<file path="src/rtl/router_reg.sv">
// router_reg: datapath register stage of the 1x3 router.
// Latches the header and steers header, payload and parity bytes onto dout
// under the FSM state strobes. A byte that arrives while the FIFO is full is
// held and replayed later. Running XOR parity is checked against the
// packet's parity byte.
module router_reg #(
    parameter int unsigned WIDTH = 8
) (
    input  logic             clock,
    input  logic             resetn,
    input  logic             pkt_valid,
    input  logic [WIDTH-1:0] data_in,
    input  logic             fifo_full,
    input  logic             detect_add,
    input  logic             lfd_state,
    input  logic             ld_state,
    input  logic             laf_state,
    input  logic             full_state,
    input  logic             rst_int_reg,
    output logic [WIDTH-1:0] dout,
    output logic             parity_done,
    output logic             low_pkt_valid,
    output logic             err
);

    logic [WIDTH-1:0] header_byte;
    logic [WIDTH-1:0] full_byte;
    logic [WIDTH-1:0] internal_parity;
    logic [WIDTH-1:0] packet_parity;

    // Capture the header byte; an invalid address (2'b11) leaves the old header in place.
    always_ff @(posedge clock or negedge resetn) begin
        if (!resetn) begin
            header_byte <= '0;
        end else if (detect_add && pkt_valid && (data_in[1:0] != 2'b11)) begin
            header_byte <= data_in;
        end
    end

    // Output byte steering; a byte seen while the FIFO is full parks in full_byte.
    always_ff @(posedge clock or negedge resetn) begin
        if (!resetn) begin
            dout      <= '0;
            full_byte <= '0;
        end else if (lfd_state) begin
            dout <= header_byte;
        end else if (ld_state && !fifo_full) begin
            dout <= data_in;
        end else if (ld_state && fifo_full) begin
            full_byte <= data_in;
        end else if (laf_state) begin
            dout <= full_byte;
        end
    end

    // Running parity over header and payload; the parity byte itself is excluded.
    always_ff @(posedge clock or negedge resetn) begin
        if (!resetn) begin
            internal_parity <= '0;
        end else if (detect_add) begin
            internal_parity <= '0;
        end else if (lfd_state) begin
            internal_parity <= internal_parity ^ header_byte;
        end else if (ld_state && pkt_valid && !full_state) begin
            internal_parity <= internal_parity ^ data_in;
        end
    end

    // Capture the received parity byte (the byte presented with pkt_valid low).
    always_ff @(posedge clock or negedge resetn) begin
        if (!resetn) begin
            packet_parity <= '0;
        end else if (ld_state && !pkt_valid) begin
            packet_parity <= data_in;
        end else if (detect_add) begin
            packet_parity <= '0;
        end
    end

    // Flag that pkt_valid fell while loading; cleared only by the FSM's rst_int_reg.
    always_ff @(posedge clock or negedge resetn) begin
        if (!resetn) begin
            low_pkt_valid <= 1'b0;
        end else if (rst_int_reg) begin
            low_pkt_valid <= 1'b0;
        end else if (ld_state && !pkt_valid) begin
            low_pkt_valid <= 1'b1;
        end
    end

    // Parity byte written, either directly or replayed from full_byte.
    always_ff @(posedge clock or negedge resetn) begin
        if (!resetn) begin
            parity_done <= 1'b0;
        end else if (detect_add) begin
            parity_done <= 1'b0;
        end else if ((ld_state && !fifo_full && !pkt_valid) ||
                     (laf_state && low_pkt_valid && !parity_done)) begin
            parity_done <= 1'b1;
        end
    end

    // Parity compare, evaluated once both parity registers are final.
    always_ff @(posedge clock or negedge resetn) begin
        if (!resetn) begin
            err <= 1'b0;
        end else if (detect_add) begin
            err <= 1'b0;
        end else if (parity_done) begin
            err <= (internal_parity != packet_parity);
        end
    end

endmodule

</file>
<file path="config.mk">
export PLATFORM = sky130hd
export DESIGN_NAME = router_reg
export DESIGN_NICKNAME = d
export VERILOG_FILES = /design/src/rtl/router_reg.sv
export SDC_FILE = /design/constraint.sdc
export NUM_CORES = 1
export LEC_CHECK = 0
export BUFFER_PORTS_ARGS = -buffer_cell sky130_fd_sc_hd__buf_2
export CORE_MARGIN = 8
export CORE_UTILIZATION = 52
export DETAILED_ROUTE_END_ITERATION = 10
export PLACE_DENSITY_LB_ADDON = 0.2
export REMOVE_ABC_BUFFERS = 1
export SLEW_MARGIN = 20
export SYNTH_ARGS = -nofsm -noshare
export SYNTH_HDL_FRONTEND = slang
export SYNTH_SLANG_ARGS = --single-unit
</file>
<file path="constraint.sdc">
create_clock -name clock -period 1.4 [get_ports clock]
set_input_delay 0.07 -clock clock [delete_from_list [all_inputs] [get_ports clock]]
set_output_delay 0.07 -clock clock [all_outputs]
set_load 0.02 [all_outputs]
</file>
==> results.toml, run 1 <==
[setup_path]
cp_max_fo = 2
crit_arrival_ns = 1.28
worstSetupPathType = "flip-flop to flip-flop"
cp_slowest_cell = "dfrtp_1"
slowest_delay_ns = 0.41
end_kind = "flip-flop"
reg2reg_to = "err$_DFFE_PN0P_"
ff2ff_path_depth = 4
rr_startpoint = "internal_parity[0]$_DFFE_PN0P_"
ff2ff_setup_slack_ns = 0.30
crit_chain = "xnor2_1 > nand4_1 > nor4_1 > a31oi_1"
required_ns = 1.57
start_kind = "flip-flop"

[route]
routedWlPerCell_um = 16.0
avgViaCountPerCell = 5.43
drc_errors = 0
drt-initial-drc-count = 81
postRouteAntennaNets = 0
dr.pass1.iters = 4
wirelength_um = 4510
num_vias = 1532

[clock_network]
clk_path_buf_depth = 2
clock_tree.root_cell = "clkbuf_8"
cts_setup_buffers = 0
htree_levels = 2
clk_pin_slew_ns = 0.08
cts_tree = "done"
clock_latency_ns = 0.29
cts_inserted_buffers = 5
clock_sinks = 43

[worst_hold_path]
hold_end = "internal_parity[7]$_DFFE_PN0P_"
hp-start = "detect_add"
whs_path_depth = 2
min_path_type = "primary input to flip-flop"

[timing]
period_minus_slack_ns = 1.10
drv_slew = 0
rsz0062_at_grt = "false"
max_slew.worst_pin.slew_ns = 0.426
holdWs_ns = 0.0427
setup_viol = 0
finalCritPeriodShare = 0.788
fmaxAchievable_mhz = 907
clock_skew_ns = 0.00505
fin_ws_ns = 0.297
hold_violations = 0
setup_tns_ns = 0
relSlewSlack = 0.716

[grt]
grt_max_degree = 28
grt_pass1_vias = 1649
grt_pass1_wl_um = 7780
grt_remaining_overflow = 0
grt_usage = 0.158
antenna_found_initial = 0

[finish]
final_cell_count_no_fill = 282
fillCellCount = 336
nNetsFinal = 249
register_area_mm2 = 0.00108
fin_area_mm2 = 0.00246
final_util = 0.628
final_layout_size_suffix_gt1_frac = 0.289
diodes = 0
areaGrowthSynthToFinish_pct = 18.7
multiInputGateArea_um2 = 948

[place]
postPlaceCellArea_mm2 = 0.00234
hpwl_um = 3390
pre_cts_ws_ns = 0.213
numPortBuffers = 28
dpl.cell_count = 272
place.gp.congestion = 0.836

[synth]
synth_top_cell_by_area = "dfrtp_1"
ys_seq_area_frac = 0.520
yosys.cell_count.top_type = "dfrtp_1"
yosysUniqueCellTypes = 28
synthArstFlopShare = 1.00
synth_area_leaders = "dfrtp_1 52%, mux2_2 9.2%, xnor2_1 5.5%, mux2i_1 5.3%, nor2_1 4.4%"
yosysWarnings = 0
synth_edf_count = 0
synthTopCellsByCount = "43 x dfrtp_1, 24 x nor2_1, 20 x nand2_1"
synth_top_area_share = 0.520
post_synth.cell_area_avg_um2 = 11.0
synthCells = 189
ys_ff_latch = 43
synth_area_mm2 = 0.00207
ys.flop_type = "dfrtp_1"

[power_and_ir_drop]
power.leakage_nw = 1.15
peakVddDrop_v = 0.000774
power_density_mw_per_mm2 = 1260
p_total_mw = 3.10

[floorplanning]
coreArea_mm2 = 0.00391
start_util = 0.529
fp-row-count = 23
fp.dieW_um = 79.1
die-area_mm2 = 0.00626
dieHeight_um = 79.1
ios = 29

[run]
drv_cap = 0

[run_status]
status = "completed"
## cells by family after synthesis
kind of cell              count (synthesis)  share of synthesized area
DFF                                      43                      0.520
xor gates and xnor gates                 16                     0.0677
buffers and inverters                     8                     0.0224
and+or+nand+nor                          61                      0.140
muxes                                    28                      0.146
AOI/OAI and AO/OA                        33                      0.105
## per-layer routing
layer | track usage | vias to the layer above | routed length [um]
li1 | - | 734 | -
met5 | 0 | - | 0
met4 | 0.0556 | 0 | 65
met2 | 0.266 | 42 | 2290
met3 | 0.0440 | 6 | 232
met1 | 0.190 | 750 | 1930
## worst max-delay path: cells and delay by family, from the launching register on
kind	cells	cell delay, ns
AO/OA/AOI/OAI	1	0.12
XOR/XNOR	1	0.17
flip-flops	1	0.41
AND/OR/NAND/NOR	2	0.29
## power by group
part | leakage (nW) | total (mW) | switching [mW] | internal, mW
logic | 0.567 | 0.688 | 0.348 | 0.340
registers | 0.536 | 1.57 | 0.135 | 1.43
clock network | 0.0515 | 0.844 | 0.394 | 0.450
total | 1.15 | 3.10 | 0.877 | 2.22
## state kept, by name, summed over array words and instances (netlist names)
signal,count
dout,8
err,1
full_byte,8
header_byte,8
internal_parity,8
low_pkt_valid,1
packet_parity,8
parity_done,1
## worst max path at each step
stage	startpoint	end	slack [ns]
floorplan	ld_state	dout[0]$_DFFE_PN0P_	0.27
global placement	ld_state	dout[5]$_DFFE_PN0P_	0.21
detailed placement	ld_state	dout[5]$_DFFE_PN0P_	0.21
CTS	internal_parity[0]$_DFFE_PN0P_	err$_DFFE_PN0P_	0.29
global route	internal_parity[5]$_DFFE_PN0P_	err$_DFFE_PN0P_	0.16
finish	internal_parity[0]$_DFFE_PN0P_	err$_DFFE_PN0P_	0.30
## layout by cell type, fill, tap and decap left out, drive strengths merged
cell type     n
dfrtp        43
buf          41
nor2         24
nand2        20
mux2         17
xnor2        13
mux2i        11
o21ai        11
nand2b        9
a21oi         8
clkbuf        8
a221o         5
o22a          4
xor2          3
nor2b         2
dlygate4sd3   2
nand3b        2
a21o          1
a211oi        1
nor3          1
a22oi         1
and2b         1
nand4         1
nor4          1
o21bai        1
a31oi         1
## area by class of cell
cell class                      instances  share of cell area
Sequential cell                        43               0.438
Timing Repair Buffer                   43               0.110
Multi-Input combinational cell        138               0.386
Tap cell                               50              0.0255
Clock buffer                            8              0.0407
## timing repair
action | in CTS | in global routing
endpoints found under the hold margin | 17 | 0
hold buffers | 2 | 0
resized for setup | 0 | 0
setup endpoints to repair | 0 | 0
Power figures use the tool's default switching activity.
==> run 2: changes to the inputs <==
--- a/config.mk
+++ b/config.mk
@@ -5,9 +5,10 @@
 export SDC_FILE = /design/constraint.sdc
 export NUM_CORES = 1
 export LEC_CHECK = 0
+export ABC_AREA = 1
 export BUFFER_PORTS_ARGS = -buffer_cell sky130_fd_sc_hd__buf_2
 export CORE_MARGIN = 8
-export CORE_UTILIZATION = 52
+export CORE_UTILIZATION = 51
 export DETAILED_ROUTE_END_ITERATION = 10
 export PLACE_DENSITY_LB_ADDON = 0.2
 export REMOVE_ABC_BUFFERS = 1
==> constraint.sdc (replaced) <==
create_clock -name clock -period 1 [get_ports clock]
set_input_delay 0.05 -clock clock [delete_from_list [all_inputs] [get_ports clock]]
set_output_delay 0.05 -clock clock [all_outputs]
set_load 0.02 [all_outputs]
==> results.toml, run 2 <==
[run_status]
status = "finished, violations left"
violations = "setup timing"

[synth]
synthSimpleGateAreaFrac = 0.243
post_synth.cell_area_avg_um2 = 7.94
yosysWarnings = 0
synth_top_cell_by_area = "dfrtp_1"
synth_top_area_share = 0.528
synth_compound_area_frac = 0.140
synthMuxAreaShare = 0
synth_top_family_by_area = "simple AND/OR/NAND/NOR gates"
yosys.cell_count.top_type = "nand2_1"
ys.flop_type = "dfrtp_1"
synth_xor_area_frac = 0.00859
synth_area_leaders = "dfrtp_1 53%, nand2_1 16%, o21ai_0 6.1%, nand3_1 5.2%, inv_1 4.6%"
synth_area_mm2 = 0.00204
synthCells = 257
synthArstFlopShare = 1.00
synthTopCellsByCount = "85 x nand2_1, 43 x dfrtp_1, 25 x inv_1, 25 x o21ai_0, 21 x nand3_1"
synth_edf_count = 0
yosysUniqueCellTypes = 17
ys_ff_latch = 43
synthAdderAreaFrac = 0
ys_seq_area_frac = 0.528

[floorplanning]
ios = 29
dieHeight_um = 79.2
fp-row-count = 23
coreArea_mm2 = 0.00391
die-area_mm2 = 0.00628
start_util = 0.521
fp.dieW_um = 79.2

[clock_network]
cts_tree = "done"
clock_tree.root_cell = "clkbuf_8"
htree_levels = 2
cts_inserted_buffers = 5
clock_sinks = 43
clk_pin_slew_ns = 0.08
clock_latency_ns = 0.29
clk_path_buf_depth = 2

[setup_path]
required_ns = 1.18
cp_max_fo = 4
start_kind = "flip-flop"
ff2ff_path_depth = 6
crit_arrival_ns = 1.19
worstSetupPathType = "flip-flop to flip-flop"
end_kind = "flip-flop"

[finish]
nNetsFinal = 325
final_layout_size_suffix_gt1_frac = 0.231
final_util = 0.645
mostFrequentLayoutCell = "nand2_1"
diodes = 0
areaGrowthSynthToFinish_pct = 23.9
final_cell_mix = "85 x nand2_1, 43 x dfrtp_1, 28 x buf_2"

[timing]
max_slew.worst_pin.slew_ns = 0.640
setup_viol = 1
period_minus_slack_ns = 1.00
relSlewSlack = 0.573
holdWs_ns = 0.0810
fin_ws_ns = -0.00264
finalCritPeriodShare = 1.00
hold_violations = 0
fmaxAchievable_mhz = 997
rsz0062_at_grt = "true"
drv_slew = 0
clock_skew_ns = 0.00224

[place]
pre_cts_ws_ns = -0.0887
place.gp.congestion = 0.798
hpwl_um = 3410
numPortBuffers = 28

[power_and_ir_drop]
peakVddDrop_v = 0.00103
p_total_mw = 4.20
power.switching_mw = 1.24
power_density_mw_per_mm2 = 1660
seq_power_share = 0.497
power.leakage_nw = 1.32
comb_power_share = 0.215
p_int_mw = 2.95
p_clk_frac = 0.288
p_sw_frac = 0.296

[route]
drc_errors = 0
routedWlPerCell_um = 12.9
avgViaCountPerCell = 5.01
drt-initial-drc-count = 124
num_vias = 1795
postRouteAntennaNets = 0
wirelength_um = 4620
dr.pass1.iters = 4

[grt]
antenna_found_initial = 0
grt_pass1_vias = 1762
grt_max_degree = 44
grt_pass1_wl_um = 7870
grt_usage = 0.157
grt_remaining_overflow = 0

[run]
drv_cap = 0

[worst_hold_path]
whs_path_depth = 3
min_path_type = "primary input to flip-flop"
-- run 2: per-layer routing --
metal	wire length [um]	up-vias	global-route usage
met1	2120	834	0.187
li1	-	923	-
met2	2240	32	0.264
met4	65	0	0.0574
met3	184	6	0.0440
met5	0	-	0
-- run 2: through the flow --
stage	cell area [um^2]	cells	TNS, ns
3_5_place_dp	2340	344	-1.04
2_1_floorplan	1980	249	0
6_report	2530	358	-0.00264
5_1_grt	2530	358	-0.0916
4_1_cts	2480	357	-0.0000424
3_3_place_gp	2340	344	-0.904
-- run 2: power groups by stage --
stage | Sequential, mW | Clock [mW] | Combinational (mW)
after floorplan | 2.18 | 0 | 0.433
after global placement | 2.11 | 0 | 0.820
after detailed placement | 2.12 | 0 | 0.844
after CTS | 2.09 | 1.23 | 0.872
after global routing | 2.12 | 1.30 | 1.01
final | 2.09 | 1.21 | 0.900
-- run 2: layout make-up --
class / instances / area [um^2]
clock buffer: 8 / 100
fill: 369 / 1390
inverter: 28 / 105
multi-input combinational: 178 / 837
sequential: 43 / 1080
tap: 50 / 62.6
timing repair buffer: 51 / 345
-- run 2: cell families after synthesis --
group	Yosys count
AO/OA/AOI/OAI	53
XOR/XNOR	2
buffers and inverters	36
flip-flops	43
AND/OR/NAND/NOR	123
-- run 2: worst max-delay path, stage by stage (launching register included) --
cell and delay [ns]:
dfrtp_1 0.42, nand2_1 0.08, nand2_1 0.05, nor2_1 0.12, nand3_2 0.10, nor2_2 0.08
nor2_1 0.04
-- run 2: final timing paths --
path / start / slack, ns / endpoint
setup / recovery: internal_parity[1]$_DFFE_PN0P_ / -0.003 / err$_DFFE_PN0P_
hold / removal: laf_state / 0.08 / parity_done$_DFFE_PN0P_
setup reg to reg: internal_parity[1]$_DFFE_PN0P_ / -0.003 / err$_DFFE_PN0P_
hold reg to reg: dout[5]$_DFFE_PN0P_ / 0.48 / dout[5]$_DFFE_PN0P_
max in group asynchronous: resetn / 0.54 / err$_DFFE_PN0P_
min in group asynchronous: resetn / 0.25 / dout[5]$_DFFE_PN0P_
-- run 2: what timing repair did --
item                                    CTS  global route
resized for setup                         1            15
endpoints found under the setup margin    1             7
setup buffers                             2             1
endpoints found under the hold margin    45             0
pin swaps                                 0             4
hold buffers                              3             0
==> run 3: changes to the inputs <==
==> constraint.sdc (replaced) <==
create_clock -name clock -period 0.8 [get_ports clock]
set_input_delay 0.04 -clock clock [delete_from_list [all_inputs] [get_ports clock]]
set_output_delay 0.04 -clock clock [all_outputs]
set_load 0.02 [all_outputs]
==> results.toml, run 3 (same netlist as run 2, synthesis figures left out) <==
[place]
hpwl_um = 3860
postPlaceCellArea_mm2 = 0.00259
numPortBuffers = 28
place.gp.congestion = 0.791
dpl.cell_count = 373
pre_cts_ws_ns = -0.344

[timing]
drv_slew = 0
relSlewSlack = 0.652
clock_skew_ns = 0.00466
max_slew.worst_pin.slew_ns = 0.520
hold_violations = 0
holdWs_ns = 0.0396
fin_ws_ns = -0.206
finalCritPeriodShare = 1.26
period_minus_slack_ns = 1.01
setup_tns_ns = -2.12
fmaxAchievable_mhz = 994
setup_viol = 27
rsz0062_at_grt = "true"

[power_and_ir_drop]
power.leakage_nw = 1.60
p_sw_frac = 0.281
p_int_mw = 4.58
p_clk_frac = 0.314
power_density_mw_per_mm2 = 2050
power.switching_mw = 1.79
comb_power_share = 0.270
p_total_mw = 6.37
peakVddDrop_v = 0.00146
seq_power_share = 0.416

[setup_path]
cp_slowest_cell = "dfrtp_1"
ff2ff_path_depth = 6
start_kind = "flip-flop"
crit_chain = "nand2_1 > nand2_1 > nor2_2 > nand3_1 > nor2_1 > nor2_1"
required_ns = 0.98
reg2reg_to = "err$_DFFE_PN0P_"
crit_arrival_ns = 1.19
slowest_delay_ns = 0.41
end_kind = "flip-flop"
cp_max_fo = 3
rr_startpoint = "internal_parity[7]$_DFFE_PN0P_"
worstSetupPathType = "flip-flop to flip-flop"
ff2ff_setup_slack_ns = -0.21

[clock_network]
cts_inserted_buffers = 5
htree_levels = 2
clock_sinks = 43
cts_tree = "done"
clock_latency_ns = 0.30
clk_path_buf_depth = 2
clk_pin_slew_ns = 0.08
clock_tree.root_cell = "clkbuf_8"

[finish]
fin_area_mm2 = 0.00311
mostFrequentLayoutCell = "nand2_1"
final_cell_mix = "69 x nand2_1, 44 x buf_4, 43 x dfrtp_1"
fillCellCount = 264
final_cell_count_no_fill = 398
areaGrowthSynthToFinish_pct = 52.7
nNetsFinal = 365
final_layout_size_suffix_gt1_frac = 0.399
diodes = 0
final_util = 0.796

[floorplanning]
ios = 29
fp-row-count = 23
fp.dieW_um = 79.2
die-area_mm2 = 0.00628
coreArea_mm2 = 0.00391
start_util = 0.521
dieHeight_um = 79.2

[route]
avgViaCountPerCell = 5.06
wl_met2_um = 2900
met3_length_um = 243
num_vias = 2014
routedWlPerCell_um = 14.3
wl_met1_um = 2450
wirelength_um = 5700
routed.top_layer = "met4"
postRouteAntennaNets = 0
drc_errors = 0
drt-initial-drc-count = 82
dr.pass1.iters = 4

[worst_hold_path]
hp-start = "laf_state"
hold_end = "parity_done$_DFFE_PN0P_"
min_path_type = "primary input to flip-flop"
whs_path_depth = 3

[grt]
antenna_found_initial = 0
grt_usage = 0.188
grt_remaining_overflow = 0
grt_pass1_vias = 2035
grt_pass1_wl_um = 9340
grt_max_degree = 22

[run]
drv_cap = 0

[run_status]
status = "finished, violations left"
violations = "setup timing"
==> run 3: power groups by stage <==
stage / combinational (mW) / clock [mW] / sequential [mW]
finish: 1.72 / 2.00 / 2.65
global placement: 1.21 / 0 / 2.64
global route: 1.88 / 2.11 / 2.68
floorplan: 0.541 / 0 / 2.73
detailed placement: 1.25 / 0 / 2.65
CTS: 1.52 / 2.03 / 2.63
==> run 3: worst max-delay path by stage <==
stage | from | end | slack (ns) | cells past startpoint
floorplan | parity_done$_DFFE_PN0P_ | err$_DFFE_PN0P_ | -0.11 | 4
global placement | ld_state | dout[1]$_DFFE_PN0P_ | -0.30 | 8
detailed placement | ld_state | dout[6]$_DFFE_PN0P_ | -0.34 | 8
CTS | internal_parity[7]$_DFFE_PN0P_ | err$_DFFE_PN0P_ | -0.19 | 6
global route | internal_parity[5]$_DFFE_PN0P_ | err$_DFFE_PN0P_ | -0.32 | 7
finish | internal_parity[7]$_DFFE_PN0P_ | err$_DFFE_PN0P_ | -0.21 | 6
==> run 3: routing by layer <==
| metal | global-route usage | up-vias |
|---|---|---|
| li1 | - | 1002 |
| met1 | 0.224 | 964 |
| met2 | 0.323 | 38 |
| met3 | 0.0463 | 10 |
| met4 | 0.0611 | 0 |
| met5 | 0 | - |
==> run 3: worst max-delay path: cells and delay by family, from the launching register on <==
family           cells  cell delay (ns)
DFF                  1             0.41
and+or+nand+nor      6             0.47
==> run 3: cell type report <==
cell class                      instances  area (um^2)  share of cell area
Sequential cell                        43         1080               0.346
Multi-Input combinational cell        178          936               0.301
Timing Repair Buffer                   91          800               0.257
Inverter                               28          108              0.0346
Clock buffer                            6         72.6              0.0233
Tap cell                               50         62.6              0.0201
Clock inverter                          2         60.1              0.0193
==> run 3: what timing repair did <==
item                       CTS  global route
hold endpoints to repair    45             0
gates resized for setup     57            31
pin swaps                   17            16
hold buffers                 3             0
setup buffers                7             8
setup endpoints to repair   27            37
